[src/rtl/sdram_to_fifo_wr_controller_pkg.sv]
// Shared constants, state encoding and helpers for the SDRAM -> output FIFO write controller.
package sdram_to_fifo_wr_controller_pkg;

    localparam int unsigned BURST_LEN_1KB = 512;
    localparam int unsigned FIFO_DEPTH    = 1024;
    localparam int unsigned DATA_W        = 16;
    localparam int unsigned SETTLE_CYC    = 2;

    localparam int unsigned USEDW_W  = 10;
    localparam int unsigned FREE_W   = 11;
    localparam int unsigned CNT_W    = $clog2(BURST_LEN_1KB);
    localparam int unsigned SETTLE_W = $clog2(SETTLE_CYC + 1);

    typedef enum logic [1:0] {
        S_IDLE   = 2'd0,
        S_REQ    = 2'd1,
        S_XFER   = 2'd2,
        S_SETTLE = 2'd3
    } state_t;

    // True when the FIFO has room for a whole burst and is not flagging full.
    function automatic logic burst_fits(input logic [USEDW_W-1:0] usedw, input logic full);
        logic [FREE_W-1:0] free_words;
        free_words = FREE_W'(FIFO_DEPTH) - FREE_W'(usedw);
        return (free_words >= FREE_W'(BURST_LEN_1KB)) && !full;
    endfunction

endpackage

[src/rtl/sdram_to_fifo_wr_controller_if.sv]
// SDRAM read port / output FIFO signal bundle seen by the write controller.
interface sdram_to_fifo_wr_controller_if;
    import sdram_to_fifo_wr_controller_pkg::*;

    logic [USEDW_W-1:0] fifo_usedw;
    logic               fifo_full;
    logic               fifo_rx_rdy;
    logic               sdram_rd_valid;
    logic [DATA_W-1:0]  sdram_rd_data;
    logic               fifo_wrreq;
    logic [DATA_W-1:0]  fifo_data;
    logic               burst_done;
    logic               ovf_err;

    // Controller side.
    modport master (
        input  fifo_usedw, fifo_full, sdram_rd_valid, sdram_rd_data,
        output fifo_rx_rdy, fifo_wrreq, fifo_data, burst_done, ovf_err
    );

    // Environment side (SDRAM read port + FIFO).
    modport slave (
        output fifo_usedw, fifo_full, sdram_rd_valid, sdram_rd_data,
        input  fifo_rx_rdy, fifo_wrreq, fifo_data, burst_done, ovf_err
    );

endinterface

[src/rtl/sdram_to_fifo_wr_controller.sv]
// Moves 512-word SDRAM read bursts into the output FIFO, one burst at a time,
// only when the FIFO can absorb the whole burst.
module sdram_to_fifo_wr_controller
    import sdram_to_fifo_wr_controller_pkg::*;
(
    input  logic                          clk,
    input  logic                          rst_n,
    sdram_to_fifo_wr_controller_if.master bus
);

    state_t              state;
    logic [CNT_W-1:0]    word_cnt;
    logic [SETTLE_W-1:0] settle_cnt;
    logic                accept_c;
    logic                last_word_c;

    // A word is taken only while a burst window is open.
    assign accept_c    = bus.sdram_rd_valid && ((state == S_REQ) || (state == S_XFER));
    assign last_word_c = accept_c && (word_cnt == CNT_W'(BURST_LEN_1KB - 1));

    // Burst sequencing: wait for room, open window, count words, let usedw settle.
    always_ff @(posedge clk or negedge rst_n) begin
        if (!rst_n) begin
            state           <= S_IDLE;
            word_cnt        <= '0;
            settle_cnt      <= '0;
            bus.fifo_rx_rdy <= 1'b0;
        end else begin
            case (state)
                S_IDLE: begin
                    if (burst_fits(bus.fifo_usedw, bus.fifo_full)) begin
                        state           <= S_REQ;
                        bus.fifo_rx_rdy <= 1'b1;
                    end
                end
                S_REQ, S_XFER: begin
                    if (accept_c) begin
                        if (last_word_c) begin
                            state           <= S_SETTLE;
                            word_cnt        <= '0;
                            settle_cnt      <= '0;
                            bus.fifo_rx_rdy <= 1'b0;
                        end else begin
                            state    <= S_XFER;
                            word_cnt <= word_cnt + CNT_W'(1);
                        end
                    end
                end
                S_SETTLE: begin
                    if (settle_cnt == SETTLE_W'(SETTLE_CYC - 1)) begin
                        state      <= S_IDLE;
                        settle_cnt <= '0;
                    end else begin
                        settle_cnt <= settle_cnt + SETTLE_W'(1);
                    end
                end
                default: begin
                    state           <= S_IDLE;
                    bus.fifo_rx_rdy <= 1'b0;
                end
            endcase
        end
    end

    // One-stage write path plus sticky loss detection (dropped word or write into full FIFO).
    always_ff @(posedge clk or negedge rst_n) begin
        if (!rst_n) begin
            bus.fifo_wrreq <= 1'b0;
            bus.fifo_data  <= '0;
            bus.burst_done <= 1'b0;
            bus.ovf_err    <= 1'b0;
        end else begin
            bus.fifo_wrreq <= accept_c;
            bus.burst_done <= last_word_c;
            if (accept_c) begin
                bus.fifo_data <= bus.sdram_rd_data;
            end
            bus.ovf_err <= bus.ovf_err
                         | (bus.sdram_rd_valid && !accept_c)
                         | (bus.fifo_wrreq && bus.fifo_full);
        end
    end

endmodule

[src/flat_wrapper.sv]
// flat-port wrapper written by rule: the top's interface ports become plain ports
module sdram_to_fifo_wr_controller_flat import sdram_to_fifo_wr_controller_pkg::*;
  (clk, rst_n, bus_fifo_usedw, bus_fifo_full, bus_sdram_rd_valid, bus_sdram_rd_data, bus_fifo_rx_rdy, bus_fifo_wrreq, bus_fifo_data, bus_burst_done, bus_ovf_err);
  sdram_to_fifo_wr_controller_if bus_i ();
  input  logic clk;
  input  logic rst_n;
  input wire logic [$bits(bus_i.fifo_usedw)-1:0] bus_fifo_usedw;
  input wire logic [$bits(bus_i.fifo_full)-1:0] bus_fifo_full;
  input wire logic [$bits(bus_i.sdram_rd_valid)-1:0] bus_sdram_rd_valid;
  input wire logic [$bits(bus_i.sdram_rd_data)-1:0] bus_sdram_rd_data;
  output wire logic [$bits(bus_i.fifo_rx_rdy)-1:0] bus_fifo_rx_rdy;
  output wire logic [$bits(bus_i.fifo_wrreq)-1:0] bus_fifo_wrreq;
  output wire logic [$bits(bus_i.fifo_data)-1:0] bus_fifo_data;
  output wire logic [$bits(bus_i.burst_done)-1:0] bus_burst_done;
  output wire logic [$bits(bus_i.ovf_err)-1:0] bus_ovf_err;
  assign bus_i.fifo_usedw = bus_fifo_usedw;
  assign bus_i.fifo_full = bus_fifo_full;
  assign bus_i.sdram_rd_valid = bus_sdram_rd_valid;
  assign bus_i.sdram_rd_data = bus_sdram_rd_data;
  assign bus_fifo_rx_rdy = bus_i.fifo_rx_rdy;
  assign bus_fifo_wrreq = bus_i.fifo_wrreq;
  assign bus_fifo_data = bus_i.fifo_data;
  assign bus_burst_done = bus_i.burst_done;
  assign bus_ovf_err = bus_i.ovf_err;
  sdram_to_fifo_wr_controller u_core (.clk(clk), .rst_n(rst_n), .bus(bus_i));
endmodule
[config.mk]
export PLATFORM = sky130hd
export DESIGN_NAME = sdram_to_fifo_wr_controller_flat
export DESIGN_NICKNAME = d
export VERILOG_FILES = /design/src/rtl/sdram_to_fifo_wr_controller_pkg.sv /design/src/rtl/sdram_to_fifo_wr_controller_if.sv /design/src/rtl/sdram_to_fifo_wr_controller.sv /design/src/flat_wrapper.sv
export SDC_FILE = /design/constraint.sdc
export NUM_CORES = 1
export LEC_CHECK = 0
export CAP_MARGIN = 10
export CORE_MARGIN = 4
export CORE_UTILIZATION = 44
export CTS_CLUSTER_SIZE = 30
export DETAILED_ROUTE_END_ITERATION = 6
export GPL_TIMING_DRIVEN = 0
export HOLD_SLACK_MARGIN = 0.08
export MAX_ROUTING_LAYER = met4
export PLACE_DENSITY = 0.77
export SLEW_MARGIN = 25
export SYNTH_ARGS = -nofsm -noshare
export SYNTH_HDL_FRONTEND = slang
export SYNTH_SLANG_ARGS = --single-unit
[constraint.sdc]
create_clock -name clk -period 2.65 [get_ports clk]
set_clock_uncertainty 0.1 [all_clocks]
set_input_delay 0.6625 -clock clk [delete_from_list [all_inputs] [get_ports clk]]
set_output_delay 0.6625 -clock clk [all_outputs]
set_load 0.1 [all_outputs]
After elaboration in Yosys (flattened, before gate mapping)
Index checks and enable logic that the tools add are counted.
W data, S select, Z words.
{"block": "totals", "reg_bits": 33, "out_inout_bits": 20}
{"block": "op_classes", "add_sub_neg": 3, "order_cmp": 1, "eq_ne": 9, "mux": 14, "reduce_logical": 16, "n_bitwise": 2}
{"cell": "$mux W2", "count": 6}
{"cell": "$ge A11 B10 Y1 const B", "count": 1}
{"cell": "$sub A11 B10 Y11 const A", "count": 1}
{"cell": "$add A9 B1 Y9 const B", "count": 1}
{"cell": "$eq A9 B9 Y1 const B", "count": 1}
{"cell": "$mux W9", "count": 1}
{"cell": "$ne A2 B1 Y1 const B", "count": 4}
{"cell": "$pmux W2 S3", "count": 1}
{"cell": "$reduce_and A3 Y1", "count": 2}
{"cell": "$logic_and A1 B1 Y1", "count": 5}
{"cell": "$eq A2 B1 Y1 const B", "count": 2}
{"cell": "$eq A2 B2 Y1 const B", "count": 2}
{"cell": "$mux W1", "count": 4}
{"cell": "$pmux W2 S2", "count": 1}
{"cell": "$reduce_and A4 Y1", "count": 1}
{"cell": "$reduce_bool A2 Y1", "count": 2}
{"cell": "$add A2 B1 Y2 const B", "count": 1}
{"cell": "$logic_not A1 Y1", "count": 2}
{"cell": "$logic_not A2 Y1", "count": 1}
{"cell": "$or A1 B1 Y1", "count": 2}
{"cell": "$pmux W1 S2", "count": 1}
{"cell": "$reduce_and A2 Y1", "count": 1}
{"cell": "$reduce_or A2 Y1", "count": 1}
{"cell": "$logic_or A1 B1 Y1", "count": 1}

Logic depth before layout (Yosys ltp)
{"block": "logic_depth", "word_depth": 7, "ltp_mapped": 9}

Worst setup path after synthesis
Ideal clock, no wire load.
{"block": "synth_timing", "path_type": "reg-to-reg", "startpoint": "reg u_core.word_cnt[0]", "endpoint": "reg u_core.state[0]", "path_stages_with_launch": 10, "n_path_buf": 1, "arrival_time_ns": 1.999, "path_slack_ns": 0.424, "cell_sequence": "dfrtp_1 ha_1 and3_1 and3_1 and3_1 ha_1 clkbuf_1 nand3_1 o21ai_0 mux2_1"}
{"block": "synth_via", "elab_chain_len": 5}
{"item": "from (decl)", "line": "sdram_to_fifo_wr_controller.sv:12", "text": "logic [CNT_W-1:0] word_cnt;"}
{"item": "from (signal assigned)", "line": "sdram_to_fifo_wr_controller.sv:45", "text": "word_cnt <= word_cnt + CNT_W'(1);"}
{"item": "$eq A9 B9 Y1", "line": "sdram_to_fifo_wr_controller.sv:19", "text": "assign last_word_c = accept_c && (word_cnt == CNT_W'(BURST_LEN_1KB - 1));"}
{"item": "$logic_and A1 B1 Y1", "line": "sdram_to_fifo_wr_controller.sv:19"}
{"item": "$mux W1", "line": "sdram_to_fifo_wr_controller.sv:38", "text": "if (last_word_c) begin"}
{"item": "$mux W2", "line": "sdram_to_fifo_wr_controller.sv:37", "text": "if (accept_c) begin"}
{"item": "$pmux W2 S3", "line": "sdram_to_fifo_wr_controller.sv:29", "text": "case (state)"}
{"item": "to (signal assigned)", "line": "sdram_to_fifo_wr_controller.sv:24", "text": "state <= S_IDLE;"}
{"item": "to (signal assigned)", "line": "sdram_to_fifo_wr_controller.sv:32", "text": "state <= S_REQ;"}
{"item": "to (signal assigned)", "line": "sdram_to_fifo_wr_controller.sv:39", "text": "state <= S_SETTLE;"}
{"item": "to (decl)", "line": "sdram_to_fifo_wr_controller.sv:11", "text": "state_t state;"}
Every way passes these cells. The select of a mux whose other input is x is not followed.
A chain may end at the register's enable or synchronous reset.

Worst setup path in the final report
{"block": "layout_timing", "startpoint": "reg u_core.bus.fifo_data[0]", "endpoint": "out bus_fifo_data[0]"}
{"item": "from (decl)", "line": "sdram_to_fifo_wr_controller_if.sv:18", "text": "output fifo_rx_rdy, fifo_wrreq, fifo_data, burst_done, ovf_err"}
{"item": "from (signal assigned)", "line": "sdram_to_fifo_wr_controller.sv:76", "text": "bus.fifo_data <= bus.sdram_rd_data;"}
{"item": "to (decl)", "line": "flat_wrapper.sv:13", "text": "output wire logic [$bits(bus_i.fifo_data)-1:0] bus_fifo_data;"}
No word-level cell between the ends.

==> results_dict.tcl <==
set metrics [dict create \
    finalHoldViolCount 0 \
    synth.distinct_cells 27 \
    grt_pass1_vias 1265 \
    endpoint_kind "output pin" \
    yosysSeqAreaShare_pct 56.90 \
    rsz0062_at_grt "no" \
    fp.dieArea_um2 4282 \
    drt_iter0_drc 34 \
    core-area_um2 3103 \
    postSynthCellCount 122 \
    grt_first_pass_wirelength_um 5513 \
    drtPass1Iterations 4 \
    insertedDiodeCount 0 \
    required_ns 1.89 \
    synthFlopType "dfrtp_1" \
    worstPathArrival_ns 1.84 \
    worst_pin_slew_ns 0.9902 \
    die_w_um 65.44 \
    relSlewSlack_pct 33.78 \
    drv_cap 0 \
    rrSetupSlack_ns 0.26 \
    synthAdderAreaFrac_pct 4.310 \
    utilization_pct 67.06 \
    r2r-start "u_core.word_cnt[0]$_DFFE_PN0P_" \
    cts_buffer_depth 2 \
    hold_class "primary input to async pin" \
    drt_wl_total_um 3184 \
    setup_viol 0 \
    dr_total_vias 1150 \
    synth-simple-area-share_pct 10.95 \
    clkTransAtPathRegs_ns 0.10 \
    critPathKind "flip-flop to output pin" \
    syn2layout_area_growth_pct 43.36 \
    insertion_delay_ns 0.33 \
    synth_compound_area_share_pct 7.500 \
    instances_no_fill 222 \
    rows 20 \
    path_delay_family "buffers and inverters" \
    post_cts_buffers 0 \
    ant_nets 0 \
    hpwl_um 2493 \
    slew_viol_final 0 \
    grt_max_degree 22 \
    critical_path.max_stage_delay_ns 1.14 \
    track_usage_pct 17.18 \
    ys_async_sr_fraction_pct 100.0 \
    path_buf_inv 1 \
    dp_cells 216 \
    antenna_found_initial 0 \
    synthesis.nets 157 \
    io_buffers 49 \
    synth_edf_count 0 \
    reg2reg_depth 8 \
    synth_area_per_cell_um2 11.90 \
    path_cells "clkdlybuf4s50_1" \
    gp_congestion 0.8430 \
    synth-seq-cells 33 \
    cp_slowest_cell "clkdlybuf4s50_1" \
    dieHeight_um 65.44 \
    cp-start-kind "flip-flop" \
    numCtsBuffers 5 \
    fin_crit_sh_pct 98.27 \
    synth_mux_area_share_pct 16.03 \
    yosysWarnings 0 \
    critical_path.max_fanout 2 \
    gr-total-overflow 0 \
    clock-sinks 33 \
    cts-root-buf "clkbuf_4" \
    drc 0 \
    nNetsFinal 213 \
    regToRegEndpoint "u_core.state[0]$_DFFE_PN0P_" \
    period_minus_slack_ns 2.604 \
    status "completed" \
    drive_above_1_share_pct 14.61 \
    synth_top_family_by_area "multiplexers" \
    io_pins 50 \
    synthXorXnorAreaFrac_pct 1.207 \
    routed_via_density 5.180 \
    routedWlPerCell_um 14.34 \
    initial_core_util_pct 46.77 \
    cts_tree "done" \
    max_freq_mhz 384.0 \
    syn_area_um2 1451 \
    htree_levels 2 \
]
registers in the layout, summed over array words and instances (netlist names):
register                count
u_core.bus.burst_done       1
u_core.bus.fifo_rx_rdy      1
u_core.word_cnt             9
u_core.bus.ovf_err          1
u_core.state                2
u_core.settle_cnt           2
u_core.bus.fifo_data       16
u_core.bus.fifo_wrreq       1
stage by stage:
stage	worst slack [ns]	hold WS, ns	setup TNS [ns]	cell area, um^2
2_1_floorplan	0.4237	0.2669	0	1451
3_3_place_gp	0.06635	0.3656	0	1997
3_5_place_dp	-0.03092	0.3779	-0.03092	2019
4_1_cts	0.01930	0.1250	0	2074
5_1_grt	0.0002562	0.1244	0	2081
6_report	0.04579	0.1224	0	2081
placed cells by master (no fill, tap or decap):
master / count
o311ai_0: 1
a31oi_1: 3
clkbuf_4: 5
dlymetal6s2s_1: 4
or2b_1: 1
nor4_2: 1
nand3_1: 3
nor2_1: 7
clkdlybuf4s50_1: 44
o21ai_0: 7
a21oi_1: 1
a21boi_0: 1
ha_1: 5
clkbuf_8: 1
inv_1: 8
nand3b_1: 1
clkbuf_1: 4
o41ai_1: 1
nand2_1: 11
nor3_1: 1
buf_2: 1
a222oi_1: 1
a221o_1: 1
nor4_1: 2
o21ai_1: 1
dfrtp_1: 33
xnor2_1: 2
mux2i_1: 3
mux2_1: 1
and3_1: 3
buf_16: 1
nand2b_1: 2
mux2_2: 17
per-layer routing:
layer,up-vias,routed length [um],global-route usage (%)
li1,535,-,-
met1,558,1219,17.71
met2,55,1551,28.70
met3,2,399,9.060
met4,0,14,4.663
met5,-,0,-
synth_stat cells, types with 2 or more instances:
master	count	area, um^2
xnor2_1	2	17.52
mux2_2	17	191.4
inv_1	8	30.03
clkbuf_1	4	15.01
ha_1	5	62.56
mux2i_1	3	30.03
nand2_1	11	41.29
nand3_1	3	15.01
and3_1	3	18.77
o21ai_0	7	35.03
nand2b_1	2	12.51
nor4_1	2	12.51
dfrtp_1	33	825.8
a31oi_1	3	18.77
nor2_1	7	26.28
layout make-up:
| cell class | instances | area [um^2] |
|---|---|---|
| Multi-Input combinational cell | 77 | 580.6 |
| Sequential cell | 33 | 825.8 |
| Fill cell | 260 | 1022 |
| Inverter | 8 | 30.03 |
| Clock buffer | 7 | 55.05 |
| Timing Repair Buffer | 50 | 523.0 |
| Buffer | 3 | 11.26 |
| Tap cell | 44 | 55.05 |
how the worst max path moves through the flow:
stage | from | slack (ns) | end | depth (start not counted)
3_3_place_gp | bus_fifo_usedw[3] | 0.07 | u_core.state[0]$_DFFE_PN0P_ | 5
5_1_grt | u_core.bus.fifo_data[9]$_DFFE_PN0P_ | 0.0003 | bus_fifo_data[9] | 1
6_report | u_core.bus.fifo_data[0]$_DFFE_PN0P_ | 0.05 | bus_fifo_data[0] | 1
2_1_floorplan | u_core.word_cnt[0]$_DFFE_PN0P_ | 0.42 | u_core.state[0]$_DFFE_PN0P_ | 9
3_5_place_dp | bus_fifo_usedw[3] | -0.03 | u_core.state[0]$_DFFE_PN0P_ | 5
4_1_cts | u_core.bus.fifo_data[5]$_DFFE_PN0P_ | 0.02 | bus_fifo_data[5] | 1
cell families (layout without fill, tap and decap cells):
group           count (synthesis)  after routing
xor+xnor                        2              2
compound gates                 17             17
fa+ha+maj                       5              5
buf+inv                        12             68
simple gates                   32             32
flops                          33             33
mux                            21             21
what timing repair did:
action / 4_1_cts / 5_1_grt
gates resized for setup: 0 / 4
endpoints found under the setup margin: 0 / 5
endpoints found under the hold margin: 0 / 0
hold buffers: 0 / 0
Power is left out: the tool's default activity adds up to more than one toggle a clock period on the data nets, which glitch-free logic cannot reach.
